===== src/rtl/motor_tach_emulator.sv =====
// Motor/encoder plant model: PWM duty -> slew-limited speed -> phase accumulator -> quadrature tach.
// Optional index output enabled by defining MOTOR_EMU_INDEX_EN.
module motor_tach_emulator #(
  parameter int WIN_BITS  = 12,
  parameter int RAMP_STEP = 64,
  parameter int ACC_BITS  = 20,
  parameter int PPR       = 48
) (
  input  logic                clk,
  input  logic                reset,
  input  logic                en_pwm,
  input  logic                dir,
  output logic                sa,
  output logic                sb,
  output logic [WIN_BITS:0]   speed,
  output logic                dir_act,
  output logic                window_done
`ifdef MOTOR_EMU_INDEX_EN
  ,
  output logic                tach_index
`endif
);

  if (RAMP_STEP < 1 || ACC_BITS <= WIN_BITS || PPR < 1) begin : g_bad_param
    $error("motor_tach_emulator: illegal parameter combination");
  end

  localparam logic [WIN_BITS:0] RAMP = (WIN_BITS+1)'(RAMP_STEP);

  logic [WIN_BITS-1:0] win_cnt;
  logic [WIN_BITS:0]   high_cnt;
  logic [WIN_BITS:0]   duty;
  logic [WIN_BITS:0]   target;
  logic [WIN_BITS:0]   speed_nxt;
  logic [ACC_BITS-1:0] acc;
  logic [ACC_BITS:0]   acc_sum;
  logic                win_end;
  logic                dir_flip;
  logic                step;
  logic                tog_sa;

  assign win_end  = &win_cnt;
  // duty includes the current cycle so the last cycle of a window is counted
  assign duty     = high_cnt + {{WIN_BITS{1'b0}}, en_pwm};
  assign dir_flip = (dir != dir_act) && (speed == '0);
  assign acc_sum  = {1'b0, acc} + {{(ACC_BITS-WIN_BITS){1'b0}}, speed};
  assign step     = acc_sum[ACC_BITS];
  // forward toggles SA when the channels agree, reverse toggles SB
  assign tog_sa   = ((sa == sb) == dir_act);

  always_comb begin
    target = duty;
    if ((dir != dir_act) && !dir_flip) target = '0;
  end

  always_comb begin
    speed_nxt = target;
    if (target > speed) begin
      if ((target - speed) > RAMP) speed_nxt = speed + RAMP;
    end else begin
      if ((speed - target) > RAMP) speed_nxt = speed - RAMP;
    end
  end

  always_ff @(posedge clk or posedge reset) begin
    if (reset) begin
      win_cnt     <= '0;
      high_cnt    <= '0;
      acc         <= '0;
      speed       <= '0;
      sa          <= 1'b0;
      sb          <= 1'b0;
      dir_act     <= 1'b1;
      window_done <= 1'b0;
    end else begin
      win_cnt     <= win_cnt + 1'b1;
      high_cnt    <= win_end ? '0 : duty;
      window_done <= win_end;
      acc         <= acc_sum[ACC_BITS-1:0];
      if (win_end) begin
        speed <= speed_nxt;
        if (dir_flip) dir_act <= dir;
      end
      if (step) begin
        sa <= sa ^ tog_sa;
        sb <= sb ^ ~tog_sa;
      end
    end
  end

`ifdef MOTOR_EMU_INDEX_EN
  localparam int IDX_W = (PPR > 1) ? $clog2(PPR) : 1;
  localparam logic [IDX_W-1:0] IDX_MAX = IDX_W'(PPR - 1);

  logic [IDX_W-1:0] idx_cnt;
  logic [IDX_W-1:0] idx_nxt;

  always_comb begin
    idx_nxt = idx_cnt;
    if (dir_act) idx_nxt = (idx_cnt == IDX_MAX) ? '0 : idx_cnt + 1'b1;
    else         idx_nxt = (idx_cnt == '0) ? IDX_MAX : idx_cnt - 1'b1;
  end

  always_ff @(posedge clk or posedge reset) begin
    if (reset) begin
      idx_cnt    <= '0;
      tach_index <= 1'b0;
    end else begin
      tach_index <= 1'b0;
      if (step) begin
        idx_cnt    <= idx_nxt;
        tach_index <= (idx_nxt == '0);
      end
    end
  end
`endif

endmodule


===== config.mk =====
export PLATFORM = sky130hd
export DESIGN_NAME = motor_tach_emulator
export DESIGN_NICKNAME = d
export VERILOG_FILES = /design/src/rtl/motor_tach_emulator.sv
export SDC_FILE = /design/constraint.sdc
export NUM_CORES = 1
export LEC_CHECK = 0
export BUFFER_PORTS_ARGS = -buffer_cell sky130_fd_sc_hd__buf_4
export CAP_MARGIN = 25
export CORE_MARGIN = 10
export CORE_UTILIZATION = 50
export DETAILED_ROUTE_END_ITERATION = 8
export PLACE_DENSITY = 0.69
export REMOVE_ABC_BUFFERS = 1
export SLEW_MARGIN = 15
export SYNTH_ARGS = -nofsm -noshare
export SYNTH_HDL_FRONTEND = slang
export SYNTH_SLANG_ARGS = --single-unit

===== constraint.sdc =====
create_clock -name clk -period 4.1 [get_ports clk]
set_input_delay 0.205 -clock clk [delete_from_list [all_inputs] [get_ports clk]]
set_output_delay 0.205 -clock clk [all_outputs]
set_load 0.02 [all_outputs]

# After elaboration in Yosys (flattened, before gate mapping)
# Index checks and enable logic that the tools add are counted.
[totals]
ff_bits = 62
word_cells = 35
[op_classes]
bitwise = 3
n_mux = 5
n_reduce_logical = 6
n_lt_le_gt_ge = 3
eq_ne = 3
add_sub_neg = 7
[op_table]
columns = ["operator", "n"]
rows = [
  ["13-bit two-way mux", 5],
  ["13-bit by 7-bit > comparator with 1-bit output (second input constant)", 2],
  ["13-bit subtractor", 2],
  ["20-bit by 13-bit adder with 21-bit output", 1],
  ["13-bit by 1-bit adder with 13-bit output", 1],
  ["13-bit by 7-bit adder with 13-bit output (second input constant)", 1],
  ["13-bit > comparator", 1],
  ["13-bit logical NOT", 1],
  ["13-bit AND reduction", 1],
  ["13-bit by 7-bit subtractor with 13-bit output (second input constant)", 1],
  ["12-bit by 1-bit adder with 12-bit output (second input constant)", 1],
  ["12-bit AND reduction", 1],
  ["1-bit == test", 2],
  ["1-bit logical AND", 2],
  ["1-bit XOR", 2],
  ["1-bit logical NOT", 1],
  ["1-bit inequality test", 1],
  ["1-bit inverter", 1],
]

# Longest topological paths before layout
[depth]
depth_word = 9
ltp_mapped = 20

# Worst setup path before layout
# OpenSTA, ideal clock, no wires.
[synth_path]
path_type = "reg2reg"
startpoint = "register speed[7]"
endpoint = "register speed[0]"
path_stages_with_launch = 20
arrival_time_ps = 4182
setup_time_ps = 79
period_less_slack_ps = 4261
path_slack_ps = -161
path_cell_list = "dfrtp_1 inv_1 ha_1 nor4b_1 nand4_1 and2_1 clkbuf_1 nor2_1 inv_1 ha_1 and3_1 a221o_1 a211oi_2 o31ai_1 xor2_1 nor4_4 and2_1 o21a_1 buf_4 mux2i_1"
[synth_via]
elab_chain_len = 9
[synth_rtl]
columns = ["item", "line_no", "rtl"]
rows = [
  ["start: declaration", "15", "output logic [WIN_BITS:0] speed,"],
  ["start signal: assignment", "81", "speed <= speed_nxt;"],
  ["13-bit logical NOT", "45", "assign dir_flip = (dir != dir_act) && (speed == '0);"],
  ["1-bit logical AND", "45", ""],
  ["1-bit logical NOT", "53", "if ((dir != dir_act) && !dir_flip) target = '0;"],
  ["1-bit logical AND", "53", ""],
  ["13-bit two-way mux", "53", ""],
  ["13-bit subtractor, on equally long branches", "61, 59", ""],
  ["13-bit by 7-bit > comparator with 1-bit output, on equally long branches", "61, 59", ""],
  ["13-bit two-way mux, on equally long branches", "61, 59", ""],
  ["13-bit two-way mux *", "58", "if (target > speed) begin"],
]
# Mark *: on every way between the ends. The rest lies on a longest branch, timed or not.
# A chain may end at the register's enable or synchronous reset.

# Final worst setup path
[layout_path]
startpoint = "register speed[6]"
endpoint = "register speed[11]"
# The elaborated chain is that of the path after synthesis.

==> flow_metrics.env <==
export IMPL_status="complete, no violations"
export IMPL_synth_flop_cell="dfrtp_1"
export IMPL_design_die_area_mm2=0.0139
export IMPL_ys_warn_count=0
export IMPL_worst_pin_slew_ps=638
export IMPL_coreArea_mm2=0.00928
export IMPL_cts_tree="done"
export IMPL_n_antenna_cell=0
export IMPL_drt_wl_total_um=12400
export IMPL_hold_path_depth=2
export IMPL_via_per_inst=5.54
export IMPL_cp_depth=21
export IMPL_max_freq_mhz=254
export IMPL_synth_adder_area_share=0.131
export IMPL_skew_ps=8.31
export IMPL_row_count=35
export IMPL_timing_rr_end="speed[11]$_DFFE_PP0P_"
export IMPL_grt_pass1_wl_um=19500
export IMPL_min_delay_start="dir"
export IMPL_clkTransAtPathRegs_ps=70
export IMPL_synth_area_mm2=0.00479
export IMPL_numCtsBuffers=9
export IMPL_whs_endpoint="dir_act$_DFFE_PP1P_"
export IMPL_final_nets=676
export IMPL_yosys_area_top_type="dfrtp_1"
export IMPL_synth_edf_count=0
export IMPL_synthXorXnorAreaFrac=0.110
export IMPL_vias=4189
export IMPL_max_cap_violations=0
export IMPL_firstDrtPassIters=5
export IMPL_ant_nets=0
export IMPL_avgSynthCellArea_um2=9.02
export IMPL_worstPathRequired_ps=4300
export IMPL_design_area_mm2=0.00621
export IMPL_synth_compound_area_frac=0.161
export IMPL_crit_chain="inv_2 -> ha_4 -> nor4b_4 -> nand4_1 -> buf_4 -> nand2_4 -> nand2_4 -> ha_4 -> inv_2 -> fa_2 -> a21o_1 -> a221o_1 -> a211oi_2 -> o31ai_2 -> xor2_1 -> nor4_4 -> buf_6 -> buf_4 -> nor3_1 -> a21oi_1 -> o221ai_1"
export IMPL_hold_violations=0
export IMPL_grt_max_degree=42
export IMPL_die_x_um=118
export IMPL_post_route_util=0.669
export IMPL_ys_seq_elements=62
export IMPL_drtIter0Drc=185
export IMPL_cts_max_level=3
export IMPL_layout_setup_ws_ps=164
export IMPL_min_period_ps=3940
export IMPL_ys_async_sr_fraction=1.00
export IMPL_post_drt_wl_per_cell_um=16.4
export IMPL_cts_sinks=62
export IMPL_reg2reg_setup_slack_ps=160
export IMPL_crit_path_max_incr_delay_ps=380
export IMPL_start_util=0.516
export IMPL_crit_buf_inv=5
export IMPL_critPathCaptureType="flip-flop"
export IMPL_ys_seq_area_frac=0.324
export IMPL_grt_util_all_layers=0.165
export IMPL_synthDistinctLibCells=63
export IMPL_gp_congestion=0.871
export IMPL_start_kind="flip-flop"
export IMPL_synth_top_family_by_area="simple AND/OR/NAND/NOR gates"
export IMPL_syn2layout_area_growth_pct=29.7
export IMPL_clock_latency_ps=340
export IMPL_crit_fanout=8
export IMPL_hp_class="in -> reg"
export IMPL_yosys_area_share_simple=0.182
export IMPL_critPathKind="reg -> reg"
export IMPL_rr_worst_depth=21
export IMPL_dp_slack_ps=-114
export IMPL_drc=0
export IMPL_overflow=0
export IMPL_grt_antenna_before_repair=0
export IMPL_power_leakage_uw=0.00289
export IMPL_place_hpwl_um=8970
export IMPL_worst_r2r_startpoint="speed[6]$_DFFE_PP0P_"
export IMPL_synth_mux_area_frac=0.0387
export IMPL_fin_setup_tns_ps=0
export IMPL_crit_path_top_delay_cell="dfrtp_1"
export IMPL_clockRootBuffer="clkbuf_8"
export IMPL_die_h_um=118
export IMPL_synth_top_area_frac=0.319
export IMPL_drive_gt1_frac=0.314
export IMPL_synth_area_top_cells="dfrtp_1, ha_1, xnor2_1"
export IMPL_setup_violations=0
export IMPL_synthCells=531
export IMPL_maxSlewViolCount=0
export IMPL_arrival_ps=4130
export IMPL_vdd_drop_max_v=0.000192
export IMPL_grt_pass1_vias=4128
export IMPL_dpl_cell_area_mm2=0.00547
export IMPL_path_delay_family="compound AO/OA/AOI/OAI gates"
export IMPL_io_buffers=20
export IMPL_ios=21
export IMPL_fin_crit_sh=0.960
export IMPL_clockBufferDepth=2
export IMPL_power_density_mw_per_mm2=319
export IMPL_slew_headroom=0.573
through the flow:
stage	hold WS (ps)	instances	total power, uW
2_1_floorplan	357	515	1110
3_3_place_gp	238	724	1280
3_5_place_dp	239	724	1300
4_1_cts	131	747	1780
5_1_grt	139	756	2100
6_report	137	756	1980
flip-flops by register name (all words and copies together), names as in the netlist:
name and cells:
sb 1, dir_act 1, sa 1, acc 20, high_cnt 13, win_cnt 12
window_done 1, speed 13
per-layer routing:
layer  vias to the layer above  GRT usage  wire [um]
met5                         -          0          0
met4                         0     0.0456        156
met3                        12     0.0216        412
met2                        81      0.293       6390
met1                      2058      0.204       5420
li1                       2038          -          -
power by group:
group / switching, uW / internal (uW)
Sequential: 35.7 / 647
Combinational: 449 / 409
Clock: 226 / 214
Total: 711 / 1270
logic make-up after synthesis:
| group | Yosys count |
|---|---|
| compound gates | 107 |
| xor+xnor | 60 |
| fa+ha+maj | 49 |
| buf+inv | 59 |
| flops | 62 |
| mux | 18 |
| simple gates | 176 |
cell type report:
| class | instances | area [um2] |
|---|---|---|
| clock inverter | 4 | 25.0 |
| sequential | 62 | 1550 |
| timing repair buffer | 97 | 751 |
| multi-input combinational | 410 | 3430 |
| fill | 727 | 3070 |
| tap | 129 | 161 |
| inverter | 43 | 161 |
| clock buffer | 11 | 131 |
cell usage in the layout, fill, tap and decap left out, types with 4 or more instances in the layout:
cell type / instances
buf_4: 93
nor2_4: 4
nand2_1: 20
nor3b_1: 4
a211oi_2: 4
clkbuf_8: 9
o21ai_1: 5
and2_1: 5
nor2_2: 6
nand3_1: 29
nor3_1: 11
xnor2_1: 33
a21oi_1: 19
mux2i_1: 14
inv_2: 11
inv_1: 31
a21oi_2: 4
nand4_1: 6
ha_1: 32
xor2_1: 23
o21a_1: 9
and3_1: 8
o21ai_0: 13
dfrtp_1: 61
nor2_1: 48
or3_1: 5
a21o_1: 7
ha_4: 14
cells in the mapped netlist (3+ instances only):
master     n
o221ai_1   3
and3_1     8
a21oi_1   24
o21a_1     9
nand2b_1   4
nand3_1   31
dfrtp_1   61
a31oi_1    3
buf_6      3
nand2_1   24
nor2b_1    3
xor2_1    26
nand4_1    6
mux2i_1   14
nor2_1    58
o21ai_1    4
inv_1     42
and2_1     7
o211ai_1   3
clkbuf_1  10
nor3_1    13
nor3b_1    4
a21o_1     7
mux2_2     4
o21ai_0   14
ha_1      47
a211oi_1   6
or3_1      6
xnor2_1   34
or2_2      3
a221oi_1   3
o31ai_1    6
worst register-to-register path: cells and delay by family (launching register included):
kind,cells,cell delay [ps]
AO/OA/AOI/OAI,6,1240
XOR/XNOR,1,190
adder cells (fa/ha/maj),3,620
buffers and inverters,5,560
flip-flops,1,380
AND/OR/NAND/NOR,6,810
what timing repair did:
item	4_1_cts	5_1_grt
resized for setup	33	64
pin swaps	14	28
setup endpoints to repair	13	13
hold buffers	1	0
setup buffers	7	9
endpoints found under the hold margin	20	0
worst max-delay path by stage:
stage / start / to
final: speed[6]$_DFFE_PP0P_ / speed[11]$_DFFE_PP0P_
after detailed placement: high_cnt[0]$_DFF_PP0_ / speed[7]$_DFFE_PP0P_
after floorplan: speed[7]$_DFFE_PP0P_ / speed[0]$_DFFE_PP0P_
after global routing: high_cnt[0]$_DFF_PP0_ / speed[5]$_DFFE_PP0P_
after CTS: speed[6]$_DFFE_PP0P_ / speed[5]$_DFFE_PP0P_
after global placement: high_cnt[0]$_DFF_PP0_ / speed[7]$_DFFE_PP0P_
Power figures use the tool's default switching activity.
